<file path="src/rtl/alu_exec.sv">
// alu_exec: integer execute stage downstream of the reservation station.
//
// Takes one dispatched micro-op per cycle and computes:
//   - the ALU result,
//   - the branch/jump outcome,
//   - the redirect target.
// The result is queued in a small result FIFO. The FIFO head is presented to the CDB and popped
// under a request/grant handshake.
//
// Ports:
//   clk, rst        clock (rising edge), asynchronous active-high reset
//   rdy             global enable; low freezes all state
//   jump_rst        synchronous misprediction flush (empties the FIFO)
//   RS_send_ALU     dispatch valid; ALU_op / ALU_Vj / ALU_Vk / ALU_imm / ALU_curPC / ALU_reorder
//   alu_stall       RS must not dispatch on the next edge
//   cdb_req         FIFO head valid
//   cdb_value       head result
//   cdb_reorder     head ROB tag
//   cdb_jump        head redirect flag
//   cdb_target      head redirect target
//   cdb_grant       CDB accepts the head this edge
//   alu_overflow    sticky: a result was dropped because the FIFO was full
//
// Op encoding (shared with the rest of the core):
//   0                unknown
//   1 .. 4           LUI, AUIPC, JAL, JALR
//   5 .. 10          BEQ, BNE, BLT, BGE, BLTU, BGEU
//   11 .. 19         ADDI, SLTI, SLTIU, XORI, ORI, ANDI, SLLI, SRLI, SRAI
//   20 .. 29         ADD, SUB, SLL, SLT, SLTU, XOR, SRL, SRA, OR, AND
//   30, 31           unknown
module alu_exec #(
  parameter int unsigned FIFO_DEPTH     = 4,
  parameter int unsigned FIFO_DEPTH_LOG = 2,
  parameter int unsigned OP_SIZE_LOG    = 5,
  parameter int unsigned ROB_SIZE_LOG   = 4
) (
  input  logic                    clk,
  input  logic                    rst,
  input  logic                    rdy,
  input  logic                    jump_rst,
  input  logic                    RS_send_ALU,
  input  logic [OP_SIZE_LOG-1:0]  ALU_op,
  input  logic [31:0]             ALU_Vj,
  input  logic [31:0]             ALU_Vk,
  input  logic [31:0]             ALU_imm,
  input  logic [31:0]             ALU_curPC,
  input  logic [ROB_SIZE_LOG-1:0] ALU_reorder,
  output logic                    alu_stall,
  output logic                    cdb_req,
  output logic [31:0]             cdb_value,
  output logic [ROB_SIZE_LOG-1:0] cdb_reorder,
  output logic                    cdb_jump,
  output logic [31:0]             cdb_target,
  input  logic                    cdb_grant,
  output logic                    alu_overflow
);

  localparam logic [OP_SIZE_LOG-1:0] OP_LUI   = OP_SIZE_LOG'(1);
  localparam logic [OP_SIZE_LOG-1:0] OP_AUIPC = OP_SIZE_LOG'(2);
  localparam logic [OP_SIZE_LOG-1:0] OP_JAL   = OP_SIZE_LOG'(3);
  localparam logic [OP_SIZE_LOG-1:0] OP_JALR  = OP_SIZE_LOG'(4);
  localparam logic [OP_SIZE_LOG-1:0] OP_BEQ   = OP_SIZE_LOG'(5);
  localparam logic [OP_SIZE_LOG-1:0] OP_BNE   = OP_SIZE_LOG'(6);
  localparam logic [OP_SIZE_LOG-1:0] OP_BLT   = OP_SIZE_LOG'(7);
  localparam logic [OP_SIZE_LOG-1:0] OP_BGE   = OP_SIZE_LOG'(8);
  localparam logic [OP_SIZE_LOG-1:0] OP_BLTU  = OP_SIZE_LOG'(9);
  localparam logic [OP_SIZE_LOG-1:0] OP_BGEU  = OP_SIZE_LOG'(10);
  localparam logic [OP_SIZE_LOG-1:0] OP_ADDI  = OP_SIZE_LOG'(11);
  localparam logic [OP_SIZE_LOG-1:0] OP_SLTI  = OP_SIZE_LOG'(12);
  localparam logic [OP_SIZE_LOG-1:0] OP_SLTIU = OP_SIZE_LOG'(13);
  localparam logic [OP_SIZE_LOG-1:0] OP_XORI  = OP_SIZE_LOG'(14);
  localparam logic [OP_SIZE_LOG-1:0] OP_ORI   = OP_SIZE_LOG'(15);
  localparam logic [OP_SIZE_LOG-1:0] OP_ANDI  = OP_SIZE_LOG'(16);
  localparam logic [OP_SIZE_LOG-1:0] OP_SLLI  = OP_SIZE_LOG'(17);
  localparam logic [OP_SIZE_LOG-1:0] OP_SRLI  = OP_SIZE_LOG'(18);
  localparam logic [OP_SIZE_LOG-1:0] OP_SRAI  = OP_SIZE_LOG'(19);
  localparam logic [OP_SIZE_LOG-1:0] OP_ADD   = OP_SIZE_LOG'(20);
  localparam logic [OP_SIZE_LOG-1:0] OP_SUB   = OP_SIZE_LOG'(21);
  localparam logic [OP_SIZE_LOG-1:0] OP_SLL   = OP_SIZE_LOG'(22);
  localparam logic [OP_SIZE_LOG-1:0] OP_SLT   = OP_SIZE_LOG'(23);
  localparam logic [OP_SIZE_LOG-1:0] OP_SLTU  = OP_SIZE_LOG'(24);
  localparam logic [OP_SIZE_LOG-1:0] OP_XOR   = OP_SIZE_LOG'(25);
  localparam logic [OP_SIZE_LOG-1:0] OP_SRL   = OP_SIZE_LOG'(26);
  localparam logic [OP_SIZE_LOG-1:0] OP_SRA   = OP_SIZE_LOG'(27);
  localparam logic [OP_SIZE_LOG-1:0] OP_OR    = OP_SIZE_LOG'(28);
  localparam logic [OP_SIZE_LOG-1:0] OP_AND   = OP_SIZE_LOG'(29);

  localparam int unsigned CntW = FIFO_DEPTH_LOG + 1;
  localparam logic [CntW-1:0] CntFull  = CntW'(FIFO_DEPTH);
  localparam logic [CntW-1:0] CntStall = CntW'(FIFO_DEPTH - 2);

  // ---------------------------------------------------------------------------------------------
  // Execute
  // ---------------------------------------------------------------------------------------------
  logic        is_itype;
  logic        is_branch;
  logic        taken;
  logic [31:0] opb;
  logic [4:0]  shamt;
  logic [31:0] pc_plus4;
  logic [31:0] pc_plus_imm;
  logic [31:0] jalr_sum;
  logic [31:0] res_value;
  logic        res_jump;
  logic [31:0] res_target;

  always_comb begin
    is_itype    = (ALU_op >= OP_ADDI) && (ALU_op <= OP_SRAI);
    opb         = is_itype ? ALU_imm : ALU_Vk;
    shamt       = opb[4:0];
    pc_plus4    = ALU_curPC + 32'd4;
    pc_plus_imm = ALU_curPC + ALU_imm;
    jalr_sum    = ALU_Vj + ALU_imm;
    is_branch   = 1'b0;
    taken       = 1'b0;
    res_value   = '0;
    res_jump    = 1'b0;
    res_target  = '0;

    case (ALU_op)
      OP_ADD, OP_ADDI:   res_value = ALU_Vj + opb;
      OP_SUB:            res_value = ALU_Vj - ALU_Vk;
      OP_SLL, OP_SLLI:   res_value = ALU_Vj << shamt;
      OP_SLT, OP_SLTI:   res_value = {31'b0, $signed(ALU_Vj) < $signed(opb)};
      OP_SLTU, OP_SLTIU: res_value = {31'b0, ALU_Vj < opb};
      OP_XOR, OP_XORI:   res_value = ALU_Vj ^ opb;
      OP_OR, OP_ORI:     res_value = ALU_Vj | opb;
      OP_AND, OP_ANDI:   res_value = ALU_Vj & opb;
      OP_SRL, OP_SRLI:   res_value = ALU_Vj >> shamt;
      OP_SRA, OP_SRAI:   res_value = 32'($signed(ALU_Vj) >>> shamt);
      OP_LUI:            res_value = ALU_imm;
      OP_AUIPC:          res_value = pc_plus_imm;
      OP_JAL: begin
        res_value  = pc_plus4;
        res_jump   = 1'b1;
        res_target = pc_plus_imm;
      end
      OP_JALR: begin
        res_value  = pc_plus4;
        res_jump   = 1'b1;
        res_target = jalr_sum & ~32'd1;
      end
      OP_BEQ: begin
        is_branch = 1'b1;
        taken     = (ALU_Vj == ALU_Vk);
      end
      OP_BNE: begin
        is_branch = 1'b1;
        taken     = (ALU_Vj != ALU_Vk);
      end
      OP_BLT: begin
        is_branch = 1'b1;
        taken     = $signed(ALU_Vj) < $signed(ALU_Vk);
      end
      OP_BGE: begin
        is_branch = 1'b1;
        taken     = $signed(ALU_Vj) >= $signed(ALU_Vk);
      end
      OP_BLTU: begin
        is_branch = 1'b1;
        taken     = ALU_Vj < ALU_Vk;
      end
      OP_BGEU: begin
        is_branch = 1'b1;
        taken     = ALU_Vj >= ALU_Vk;
      end
      default: ;
    endcase

    // Branches always carry a target so the ROB can redirect on either outcome.
    if (is_branch) begin
      res_jump   = taken;
      res_target = taken ? pc_plus_imm : pc_plus4;
    end
  end

  // ---------------------------------------------------------------------------------------------
  // Result FIFO
  // ---------------------------------------------------------------------------------------------
  logic [31:0]             value_q   [FIFO_DEPTH];
  logic [ROB_SIZE_LOG-1:0] reorder_q [FIFO_DEPTH];
  logic                    jump_q    [FIFO_DEPTH];
  logic [31:0]             target_q  [FIFO_DEPTH];

  logic [FIFO_DEPTH_LOG-1:0] head_q, head_d;
  logic [FIFO_DEPTH_LOG-1:0] tail_q, tail_d;
  logic [CntW-1:0]           count_q, count_d;
  logic                      overflow_q, overflow_d;

  logic active;
  logic full;
  logic push;
  logic pop;
  logic drop;

  always_comb begin
    active = rdy && !jump_rst;
    full   = (count_q == CntFull);
    pop    = active && cdb_req && cdb_grant;
    // A full FIFO still accepts when the head leaves on the same edge.
    push   = active && RS_send_ALU && (!full || pop);
    drop   = active && RS_send_ALU && full && !pop;

    head_d     = head_q;
    tail_d     = tail_q;
    count_d    = count_q;
    overflow_d = overflow_q | drop;

    if (jump_rst) begin
      head_d  = '0;
      tail_d  = '0;
      count_d = '0;
    end else begin
      if (push) tail_d = tail_q + FIFO_DEPTH_LOG'(1);
      if (pop)  head_d = head_q + FIFO_DEPTH_LOG'(1);
      case ({push, pop})
        2'b10:   count_d = count_q + CntW'(1);
        2'b01:   count_d = count_q - CntW'(1);
        default: count_d = count_q;
      endcase
    end
  end

  always_ff @(posedge clk or posedge rst) begin
    if (rst) begin
      head_q     <= '0;
      tail_q     <= '0;
      count_q    <= '0;
      overflow_q <= 1'b0;
      for (int i = 0; i < FIFO_DEPTH; i++) begin
        value_q[i]   <= '0;
        reorder_q[i] <= '0;
        jump_q[i]    <= 1'b0;
        target_q[i]  <= '0;
      end
    end else begin
      head_q     <= head_d;
      tail_q     <= tail_d;
      count_q    <= count_d;
      overflow_q <= overflow_d;
      if (push) begin
        value_q[tail_q]   <= res_value;
        reorder_q[tail_q] <= ALU_reorder;
        jump_q[tail_q]    <= res_jump;
        target_q[tail_q]  <= res_target;
      end
    end
  end

  // Stall two entries early: one dispatch may already be in flight from the RS output register.
  assign alu_stall    = (count_q >= CntStall);
  assign cdb_req      = (count_q != '0);
  assign cdb_value    = value_q[head_q];
  assign cdb_reorder  = reorder_q[head_q];
  assign cdb_jump     = jump_q[head_q];
  assign cdb_target   = target_q[head_q];
  assign alu_overflow = overflow_q;

endmodule

</file>
<file path="config.mk">
export PLATFORM = sky130hd
export DESIGN_NAME = alu_exec
export DESIGN_NICKNAME = d
export VERILOG_FILES = /design/src/rtl/alu_exec.sv
export SDC_FILE = /design/constraint.sdc
export NUM_CORES = 1
export LEC_CHECK = 0
export ABC_AREA = 1
export BUFFER_PORTS_ARGS = -buffer_cell sky130_fd_sc_hd__buf_2
export CORE_ASPECT_RATIO = 1.2
export CORE_MARGIN = 1.5
export CORE_UTILIZATION = 50
export DETAILED_ROUTE_END_ITERATION = 10
export PLACE_DENSITY = 0.68
export SETUP_SLACK_MARGIN = 0.15
export SYNTH_ARGS = -nofsm -noshare
export SYNTH_HDL_FRONTEND = slang
export SYNTH_SLANG_ARGS = --single-unit
</file>
<file path="constraint.sdc">
create_clock -name clk -period 17.12 [get_ports clk]
set_input_delay 3.424 -clock clk [delete_from_list [all_inputs] [get_ports clk]]
set_output_delay 3.424 -clock clk [all_outputs]
set_load 0.02 [all_outputs]
</file>
==> results.toml <==
[critical_path]
r2r_slack_ps = 13830
end_kind = "flip-flop"
required_ps = 17530
critPathSlowestCell = "nand2_4"
crit_path_start_kind = "input pin"
max_stage_delay_ps = 510
cp.buffers_inverters = 3
crit_start = "ALU_op[0]"
worstPathArrival_ps = 7950
cp_top_family = "simple AND/OR/NAND/NOR gates"
path_common_cell = "nand2_1"
critical_path_depth = 24
crit_fanout = 62
rr_worst_depth = 10
crit_type = "in2reg"
worstReg2RegStart = "count_q[0]$_DFFE_PP0P_"
worstReg2RegEnd = "value_q[110]$_DFFE_PP0P_"
crit_chain = "buf_2 > nand2_1 > nand2_1 > nand2_2 > nand2_4 > nand2_2 > nand2_4 > ha_1 > inv_1 > fa_1 > inv_1 > nand3_1 > nand2_1 > a21boi_0 > o21ai_0 > nand2_1 > nand2_1 > a21oi_1 > o21ai_0 > nand4_1 > nor2_1 > nand3_1 > nand2_1 > nand2_1"
critPathCapture = "value_q[42]$_DFFE_PP0P_"

[floorplan]
die-width_um = 224
core_region_area_sq_um = 58100
initial_core_util = 0.505
core.rowCount = 97
io_pins = 215
die_h_um = 268
die_area_sq_um = 60100

[synthesis]
netlist_instances = 4928
synth_area_leaders = "dfrtp_1 (24%), nand2_1 (23%), ha_1 (8.0%)"
async_flop_share = 1.00
yosysTopAreaCell = "dfrtp_1"
syn-num-nets = 5263
synth_commonest_cells = "nand2_1 (1766), nand3_1 (455), inv_1 (451), nor2_1 (428), o21ai_0 (386)"
synth.avg_cell_area_sq_um = 5.95
netlist_area_sq_um = 29300
synth_top_area_frac = 0.242
synth.most_common_cell = "nand2_1"
synth_edf_count = 0
ys_types = 56
ys.flop_type = "dfrtp_1"
ys_seq_elements = 284
ys_seq_area_frac = 0.242
synth_warnings = 0

[cts]
cts_resized = 0
cts_tree = "built"
clk_pin_slew_ps = 70
cts_max_level = 1
cts_setup_buffers = 0
clk_latency_ps = 530
clock_tree.root_cell = "clkbuf_16"
clkSinkCount = 284
holdBufCountCts = 0
cts_made_buffers = 22
cts_buffer_depth = 3

[placement]
placed_area_sq_um = 30700
place.port_buffers = 214
gp_congestion = 1.09
preCtsSetupSlack_ps = 9210
dp_hpwl_um = 108000
placedCellCount = 5709

[route]
vias_per_cell = 6.13
drc = 0
drt_wl_total_um = 139000
first_pass_iters = 7
antenna_left = 0
wire_per_inst_um = 24.2
first_iter_violations = 5153
num_vias = 35300

[global_route]
grt_use_met2 = 0.680
grt_most_used_layer = "met2"
grt_start_max_net_pins = 168
overflow = 0
grt_pass1_vias = 31400
grt_use_met1 = 0.584
antenna_found_initial = 6
grt_pass1_wl_um = 200000
grt_use_total = 0.446
grt_util_met3 = 0.0656

[layout]
drive_above_1_share = 0.0697
stdcell_count = 5751
postLayoutCellArea_sq_um = 31500
nets = 5326
syn_to_final_growth_pct = 7.28
final_util = 0.541

[sta]
fin_crit_ps = 7540
slew_viol_final = 0
fmaxAchievable_mhz = 133
fin_crit_sh = 0.441
holdWs_ps = 471
rsz0062_at_grt = "no"
worst_slew_pin_slew_ps = 1170
finalSetupViolations = 0
setup_tns_ps = 0
hold_viol = 0
finalClockSkew_ps = 16.3
max_slew_margin = 0.219
worst_slack_ps = 9580

[pwr]
p_int_mw = 1.39
p_clk_frac = 0.210
p_per_area_nw_per_um2 = 80.5
ir_drop_v = 0.0000669
static-leakage-power_nw = 17.0
switchingPower_mw = 1.14
power_frac_seq = 0.322
p_comb_frac = 0.467
power_mw = 2.53
p_sw_frac = 0.450

[min_path]
worst_hold_path_type = "reg2reg"
whs_path_depth = 1

[run]
cap_viol_max_count = 0

[outcome]
status = "complete, no violations"
==> registers in the layout, summed over array words and instances (netlist names) <==
register and cells:
reorder_q 16, count_q 3, target_q 128, alu_overflow 1, value_q 128, head_q 2, jump_q 4, tail_q 2
==> layout by cell type, fill, tap and decap left out, types with 5 or more instances in the layout <==
cell and count:
a211oi_1 5, a21boi_0 7, a21o_1 11, a21oi_1 235
a221oi_1 16, a22oi_1 5, a31oi_1 12, and2_1 7
buf_2 214, buf_4 34, clkbuf_1 5, clkbuf_16 23
clkinv_2 6, dfrtp_1 282, fa_1 5, ha_1 187
inv_1 447, inv_2 13, nand2_1 1761, nand2_2 14
nand3_1 455, nand3b_1 23, nand4_1 67, nor2_1 427
nor2_2 5, nor3_1 39, nor4_1 11, o2111ai_1 10
o211ai_1 27, o21a_1 7, o21ai_0 385, o21ai_1 42
o21bai_1 10, o221ai_1 6, o22ai_1 85, or2_2 17
xnor2_1 24, xor2_1 35
==> worst min path at each step <==
stage / from / endpoint / slack, ps
after detailed placement: alu_overflow$_DFF_PP0_ / alu_overflow$_DFF_PP0_ / 460
after CTS: alu_overflow$_DFF_PP0_ / alu_overflow$_DFF_PP0_ / 480
after floorplan: reorder_q[4]$_DFFE_PP0P_ / reorder_q[4]$_DFFE_PP0P_ / 440
after global routing: target_q[68]$_DFFE_PP0P_ / target_q[68]$_DFFE_PP0P_ / 490
final: alu_overflow$_DFF_PP0_ / alu_overflow$_DFF_PP0_ / 470
after global placement: value_q[65]$_DFFE_PP0P_ / value_q[65]$_DFFE_PP0P_ / 460
==> metal layers <==
layer,up-vias,wire [um]
li1,16300,-
met1,16300,54700
met2,2225,59600
met3,435,13900
met4,6,10900
met5,-,41
==> layout make-up <==
type / count / area, sq um
Antenna cell: 2 / 5.00
Tap cell: 742 / 928
Timing Repair Buffer: 249 / 1350
Fill cell: 6228 / 26700
Sequential cell: 284 / 7110
Clock buffer: 32 / 649
Inverter: 465 / 1760
Clock inverter: 8 / 90.1
Multi-Input combinational cell: 3969 / 19600
==> worst reg2reg max path: cells and delay by family, from the launching register on <==
kind,cells,cell delay [ps]
flops,1,440
simple gates,4,430
compound gates,1,180
buf+inv,5,2110
==> logic make-up (layout without fill, tap and decap cells) <==
kind of cell / Yosys count / after routing / share of synthesized area
adder cells (fa/ha/maj): 192 / 192 / 0.0832
XOR/XNOR: 59 / 59 / 0.0176
flip-flops: 284 / 284 / 0.242
AND/OR/NAND/NOR: 2840 / 2840 / 0.400
buffers and inverters: 675 / 754 / 0.0909
other: 0 / 2 / 0
AO/OA/AOI/OAI: 878 / 878 / 0.166
==> power groups by stage <==
stage,Clock [mW],Sequential (mW),Combinational (mW)
CTS,0.537,0.814,1.15
detailed placement,0,0.826,1.14
floorplan,0,0.810,0.756
global placement,0,0.824,1.14
global route,0.558,0.826,1.27
finish,0.532,0.816,1.18
(Power assumes the default switching activity.)
